## config.mk

```make
export PLATFORM = sky130hd
export DESIGN_NAME = id_ex_stage
export DESIGN_NICKNAME = d
export VERILOG_FILES = /design/src/rtl/id_ex_stage.sv
export SDC_FILE = /design/constraint.sdc
export NUM_CORES = 1
export LEC_CHECK = 0
export BUFFER_PORTS_ARGS = -buffer_cell sky130_fd_sc_hd__buf_2
export CAP_MARGIN = 10
export CELL_PAD_IN_SITES_DETAIL_PLACEMENT = 0
export CELL_PAD_IN_SITES_GLOBAL_PLACEMENT = 2
export CORE_MARGIN = 3
export CORE_UTILIZATION = 27
export DETAILED_ROUTE_END_ITERATION = 7
export MAX_ROUTING_LAYER = met4
export PLACE_DENSITY = 0.77
export SYNTH_ARGS = -nofsm -noshare
export SYNTH_HDL_FRONTEND = slang
export SYNTH_SLANG_ARGS = --single-unit
```

## constraint.sdc

```tcl
create_clock -name clk -period 7 [get_ports clk]
set_clock_uncertainty 0.2 [all_clocks]
set_input_delay 1.05 -clock clk [delete_from_list [all_inputs] [get_ports clk]]
set_output_delay 1.05 -clock clk [all_outputs]
set_load 0.02 [all_outputs]
```

## src/rtl/id_ex_stage.sv

```systemverilog
// ID/EX pipeline register for the RV32I core, with load-use hazard detection,
// branch flush and a saturating count of the bubbles inserted for load-use.
module id_ex_stage #(
  parameter int unsigned XLEN  = 32,
  parameter int unsigned CNT_W = 16
) (
  input  logic             clk,
  input  logic             rst,
  input  logic             id_valid,
  input  logic [XLEN-1:0]  id_pc,
  input  logic [XLEN-1:0]  id_rs1_data,
  input  logic [XLEN-1:0]  id_rs2_data,
  input  logic [XLEN-1:0]  id_imm,
  input  logic [4:0]       id_rs1,
  input  logic [4:0]       id_rs2,
  input  logic [4:0]       id_rd,
  input  logic             id_uses_rs2,
  input  logic             id_regwr,
  input  logic             id_memread,
  input  logic             id_memwr,
  input  logic             id_memtoreg,
  input  logic             id_alusrc,
  input  logic [1:0]       id_aluop,
  input  logic [2:0]       id_funct3,
  input  logic             id_funct7b5,
  input  logic             flush,
  output logic             stall,
  output logic             ID_EX_valid,
  output logic [XLEN-1:0]  ID_EX_pc,
  output logic [XLEN-1:0]  ID_EX_rs1_data,
  output logic [XLEN-1:0]  ID_EX_rs2_data,
  output logic [XLEN-1:0]  ID_EX_imm,
  output logic [4:0]       ID_EX_rs1,
  output logic [4:0]       ID_EX_rs2,
  output logic [4:0]       ID_EX_rd,
  output logic             ID_EX_regwr,
  output logic             ID_EX_memread,
  output logic             ID_EX_memwr,
  output logic             ID_EX_memtoreg,
  output logic             ID_EX_alusrc,
  output logic [1:0]       ID_EX_aluop,
  output logic [2:0]       ID_EX_funct3,
  output logic             ID_EX_funct7b5,
  output logic [CNT_W-1:0] bubble_cnt
);

  typedef struct packed {
    logic            valid;
    logic [XLEN-1:0] pc;
    logic [XLEN-1:0] rs1_data;
    logic [XLEN-1:0] rs2_data;
    logic [XLEN-1:0] imm;
    logic [4:0]      rs1;
    logic [4:0]      rs2;
    logic [4:0]      rd;
    logic            regwr;
    logic            memread;
    logic            memwr;
    logic            memtoreg;
    logic            alusrc;
    logic [1:0]      aluop;
    logic [2:0]      funct3;
    logic            funct7b5;
  } id_ex_t;

  id_ex_t           ex_q, ex_d;
  logic [CNT_W-1:0] cnt_q, cnt_d;
  logic             hz;

  // Load in EX whose destination the instruction in ID needs: forwarding cannot cover it.
  always_comb begin
    hz = id_valid & ex_q.valid & ex_q.memread & (ex_q.rd != 5'd0) &
         ((ex_q.rd == id_rs1) | (id_uses_rs2 & (ex_q.rd == id_rs2)));
    stall = hz & ~flush;
  end

  always_comb begin
    ex_d  = ex_q;
    cnt_d = cnt_q;
    if (flush) begin
      ex_d = '0;
    end else if (hz) begin
      ex_d = '0;
      if (cnt_q != '1) cnt_d = cnt_q + CNT_W'(1);
    end else begin
      ex_d.valid    = id_valid;
      ex_d.pc       = id_pc;
      ex_d.rs1_data = id_rs1_data;
      ex_d.rs2_data = id_rs2_data;
      ex_d.imm      = id_imm;
      ex_d.rs1      = id_rs1;
      ex_d.rs2      = id_rs2;
      ex_d.rd       = id_rd;
      // An invalid slot may carry stale decode; its side-effecting controls are masked.
      ex_d.regwr    = id_regwr    & id_valid;
      ex_d.memread  = id_memread  & id_valid;
      ex_d.memwr    = id_memwr    & id_valid;
      ex_d.memtoreg = id_memtoreg & id_valid;
      ex_d.alusrc   = id_alusrc;
      ex_d.aluop    = id_aluop;
      ex_d.funct3   = id_funct3;
      ex_d.funct7b5 = id_funct7b5;
    end
  end

  always_ff @(posedge clk or posedge rst) begin
    if (rst) begin
      ex_q  <= '0;
      cnt_q <= '0;
    end else begin
      ex_q  <= ex_d;
      cnt_q <= cnt_d;
    end
  end

  assign ID_EX_valid    = ex_q.valid;
  assign ID_EX_pc       = ex_q.pc;
  assign ID_EX_rs1_data = ex_q.rs1_data;
  assign ID_EX_rs2_data = ex_q.rs2_data;
  assign ID_EX_imm      = ex_q.imm;
  assign ID_EX_rs1      = ex_q.rs1;
  assign ID_EX_rs2      = ex_q.rs2;
  assign ID_EX_rd       = ex_q.rd;
  assign ID_EX_regwr    = ex_q.regwr;
  assign ID_EX_memread  = ex_q.memread;
  assign ID_EX_memwr    = ex_q.memwr;
  assign ID_EX_memtoreg = ex_q.memtoreg;
  assign ID_EX_alusrc   = ex_q.alusrc;
  assign ID_EX_aluop    = ex_q.aluop;
  assign ID_EX_funct3   = ex_q.funct3;
  assign ID_EX_funct7b5 = ex_q.funct7b5;
  assign bubble_cnt     = cnt_q;

endmodule

```

# [After elaboration in Yosys (flattened, before gate mapping)]
# Cells that the tools add are included.
# Widths: inputs -> output; s select.
[classes] muxes=2 order_cmp=0 n_addsub=1 shift=0 reduce_logical=2 div=0 bitwise_logic=12 n_eq_ne=3 n_mul=0
[ops] operator="$mux 155" count=2
[ops] operator="$add 16x1->16 const B" count=1
[ops] operator="$ne 16x16->1 const B" count=1
[ops] operator="$and 1x1->1" count=10
[ops] operator="$eq 5x5->1" count=2
[ops] operator="$reduce_bool 5->1" count=1
[ops] operator="$reduce_and 3->1" count=1
[ops] operator="$not 1->1" count=1
[ops] operator="$or 1x1->1" count=1
[word_totals] in_bits=159 ram_bits=0 out_inout_bits=172 reg_bits=171 rom_bits=0 n_memories=0 elab_cells=37 latchBits=0

# [Logic depth before layout (Yosys ltp)]
[logic_depth] depth_word=6 mapped_depth=7 mapped_depth_nobuf=6

# [Least setup slack after synthesis]
# No wires, ideal clock.
[synth_path] path_type="input -> output" startpoint="input id_rs1[4]" endpoint="output stall" path_slack_ns=3.574 stages=5 path_buffers=1 required_time_ns=5.750 arrival_time_ns=2.176 path_cell_list="xnor2_1 > nand3_1 > o22ai_2 > clkbuf_1 > and3_2"
[synth_via] elab_chain_cells=4
[synth_rtl] element="from (decl)" line_no="14" rtl="input logic [4:0] id_rs1,"
[synth_rtl] element="$eq 5x5->1" line_no="73" rtl="((ex_q.rd == id_rs1) | (id_uses_rs2 & (ex_q.rd == id_rs2)));"
[synth_rtl] element="$or 1x1->1" line_no="73"
[synth_rtl] element="$and 1x1->1" line_no="72" rtl="hz = id_valid & ex_q.valid & ex_q.memread & (ex_q.rd != 5'd0) &"
[synth_rtl] element="$and 1x1->1" line_no="74" rtl="stall = hz & ~flush;"
[synth_rtl] element="to (decl)" line_no="27" rtl="output logic stall,"
# Every way passes these cells.

# [Final worst setup path]
[layout_path] startpoint="input id_rs1[2]" endpoint="output stall"
# Same word-level chain as after synthesis.

==> results by group <==
Timing
  – RSZ-0062 raised after global routing: false
  – Slew margin rel.: 0.263
  – Sum of negative setup slack: 0 ps
  – Endpoints failing hold: 0
  – Final worst-path cycle share: 0.550
  – Crit path time final: 3850 ps
  – Fmax: 0.260 GHz
  – Worst-Margin Slew: approximately 1100 ps
  – Fin. max-slew vios: 0
  – # setup viols final: 0

Global routing
  – Global-route wire length before repair: 25.7 mm
  – Vias in the first global route: ~4300
  – GRT overflow: 0
  – Initial antenna violation count: 4
  – Largest net degree at the start of global routing: 136
  – GRT Total Usage: 0.144

Critical path
  – WP data arrival: 2600 ps
  – RR Startpoint: ID_EX_rd[0]$_DFF_PP0_
  – Reg2reg setup slack: 3880 ps
  – R2R depth: 5
  – Required @ worst endpoint: 5750 ps
  – Critical path class: input pin to output port
  – Setup crit start kind: input pin
  – Critical Path Sink Type: output port
  – Critical-path maximum fanout: 18
  – Worst reg2reg path endpoint: ID_EX_pc[12]$_DFF_PP0_

Final layout
  – Post-route cell area: 8540 um^2
  – Nets: 921
  – Fraction of layout cells with a size suffix above 1: 0.505
  – Filler cells: 2127
  – Area grow syn2layout: 43.0%

Synth
  – Seq/Total Area, Yosys: 0.717
  – Post-synthesis async set-or-reset flop share: 1.00
  – Syn avg cell area: 13.9 um^2
  – Register bit total from synthesis: 171
  – Cell Area, Synth: 5970 um^2
  – Syn Nets: 588
  – Synth warn: 0
  – Most used flip-flop cell after synthesis: dfrtp_1
  – Post-synth cell types: 33
  – Post-synth EDFFs: 0
  – Post-synthesis cell count: 428

CTS
  – CTS Hold Bufs: 0
  – H-Tree Depth: 4
  – Post-CTS Resized: 0
  – Root buffer cell: clkbuf_16
  – Worst skew pair latency: around 420 ps
  – CTS sink cnt: 171
  – CTS tree: done
  – Clock Path Buffers: 2
  – Clk slew on worst S/H paths: 60 ps
  – Post-CTS Setup Bufs: 0
  – Num CTS Buffers: 17

Drt
  – Detailed-route DRC error count: 0
  – Initial DRC count: 151
  – Post-DRT Antenna Nets: 0
  – Wire length per cell: 16.1 um
  – Via count: 4188
  – Post-Route WL: around 17 mm
  – First-pass DRT Iterations: 4
  – Vias per inst: approximately 4.0

Place
  – Port Buf Inserts: 330
  – Post-DP HPWL: 12.4 mm
  – GPL Wtd Cong: 0.753
  – Post-DP Area: 7900 um^2

Worst hold path
  – Hold path depth: 1
  – Hold Path End: bubble_cnt[11]$_DFFE_PP0P_
  – Worst Hold Class: flip-flop to flip-flop
  – Min-delay src: bubble_cnt[11]$_DFFE_PP0P_

Floorplanning
  – Top-Level Pins: 331
  – Core Area: 21400 um^2
  – Die width: approximately 150 um
  – Row count: 53
  – Die height: about 150 um
  – Initial core utilization: 0.280
  – Die area: 23900 um^2

Power and ir drop
  – Maximum VDD drop: 136 uV
  – Pwr/cell area: 268 nW/um^2
  – LEAKAGE: 4.59 nW

Job
  – Max Cap Viol: 0

Outcome
  – Outcome: finished clean
-- report_power, final --
| group | internal (W) | total [W] | leakage [nW] | switching, W |
|---|---|---|---|---|
| Clock | 0.000605 | 0.00102 | 0.303 | 0.000412 |
| Combinational | 0.0000911 | 0.000230 | 2.07 | 0.000139 |
| Sequential | 0.00103 | 0.00104 | 2.22 | 0.0000126 |
| Total | 0.00173 | 0.00229 | 4.59 | 0.000563 |
-- synth_stat cells (2+ instances only) --
cell,number,share of area
and2_1,135,0.14
nor4_1,2,0.0021
nor2_1,5,0.0031
and3_1,4,0.0042
dfrtp_1,171,0.72
and2_2,19,0.024
clkbuf_2,10,0.0084
buf_2,2,0.0017
and4_1,2,0.0029
inv_1,2,0.0013
nand3_1,9,0.0075
nand4_1,11,0.012
mux2_2,2,0.0038
clkbuf_1,6,0.0038
nand2_1,7,0.0044
xnor2_1,23,0.034
nand2b_1,2,0.0021
-- cell families (layout without fill, tap and decap cells) --
| logic type | Yosys count | after routing | synth area share |
|---|---|---|---|
| muxes | 2 | 2 | 0.00377 |
| adders and majority gates | 1 | 1 | 0.00210 |
| other | 0 | 4 | 0 |
| and+or+nand+nor | 203 | 203 | 0.213 |
| xor gates and xnor gates | 24 | 24 | 0.0352 |
| AOI/OAI and AO/OA | 6 | 6 | 0.0124 |
| buffers and inverters | 21 | 366 | 0.0170 |
| DFF | 171 | 171 | 0.717 |
-- flip-flops by register name, summed over array words and instances, names as in the netlist, 2 cells and up --
signal,flops
bubble_cnt,16
ID_EX_aluop,2
ID_EX_pc,32
ID_EX_rs2_data,32
ID_EX_rs1_data,32
ID_EX_rd,5
ID_EX_rs2,5
ID_EX_imm,32
ID_EX_rs1,5
ID_EX_funct3,3
-- worst max-delay path by stage --
stage	start	to	slack, ps	cells past startpoint
global placement	id_rs2[1]	stall	3130	6
finish	id_rs1[2]	stall	3150	6
detailed placement	id_rs1[2]	stall	3160	6
floorplan	rst	ID_EX_aluop[0]$_DFF_PP0_	1120	1
global route	id_rs2[1]	stall	3030	6
CTS	id_rs1[2]	stall	3160	6
-- cells in the final DEF, fill, tap and decap left out, types with 2 or more instances in the layout --
cell	count
nand2_1	7
buf_4	3
dfrtp_1	171
and3_1	4
nor2_1	5
and2_2	19
nor4_1	2
nand2b_1	2
and2_1	135
clkbuf_16	17
diode_2	4
inv_6	7
buf_2	330
and4_1	2
nand4_1	11
clkinvlp_4	2
xnor2_1	23
bufinv_16	4
mux2_2	2
nand3_1	9
-- routing by layer --
layer  vias up  share of wire  global-route usage  wire, um
met1      1962           0.41               0.170      6880
met2       182           0.51               0.239      8580
met3        14          0.075              0.0434      1270
met4         0          0.011              0.0421       189
met5         -              0                   -         0
li1       2030              -                   -         -
-- critical path, cell delays in order --
cell and delay, ps:
buf_2 110, xnor2_1 140, nand3_1 110, o22ai_2 680, and3_2 340, buf_2 170
-- through the flow --
step / hold WS (ps) / setup slack, ps / power [W] / cells / utilization
6_report: 296 / 3150 / 0.00229 / 1052 / 0.400
5_1_grt: 338 / 3030 / 0.00240 / 1052 / 0.400
4_1_cts: 304 / 3160 / 0.00233 / 1048 / 0.399
3_5_place_dp: 291 / 3160 / 0.00130 / 1017 / 0.370
3_3_place_gp: 284 / 3130 / 0.00130 / 1017 / 0.370
2_1_floorplan: 399 / 1120 / 0.00119 / 428 / -
-- final cells by class --
cell class                      instances  area [um^2]  area share
Antenna cell                            4         10.0     0.00117
Clock buffer                           17          425      0.0498
Clock inverter                         14          204      0.0239
Inverter                                2         12.5     0.00147
Multi-Input combinational cell        236         1590       0.186
Sequential cell                       171         4280       0.501
Tap cell                              275          344      0.0403
Timing Repair Buffer                  333         1670       0.196
No activity file was read; power rests on OpenSTA's default activity.
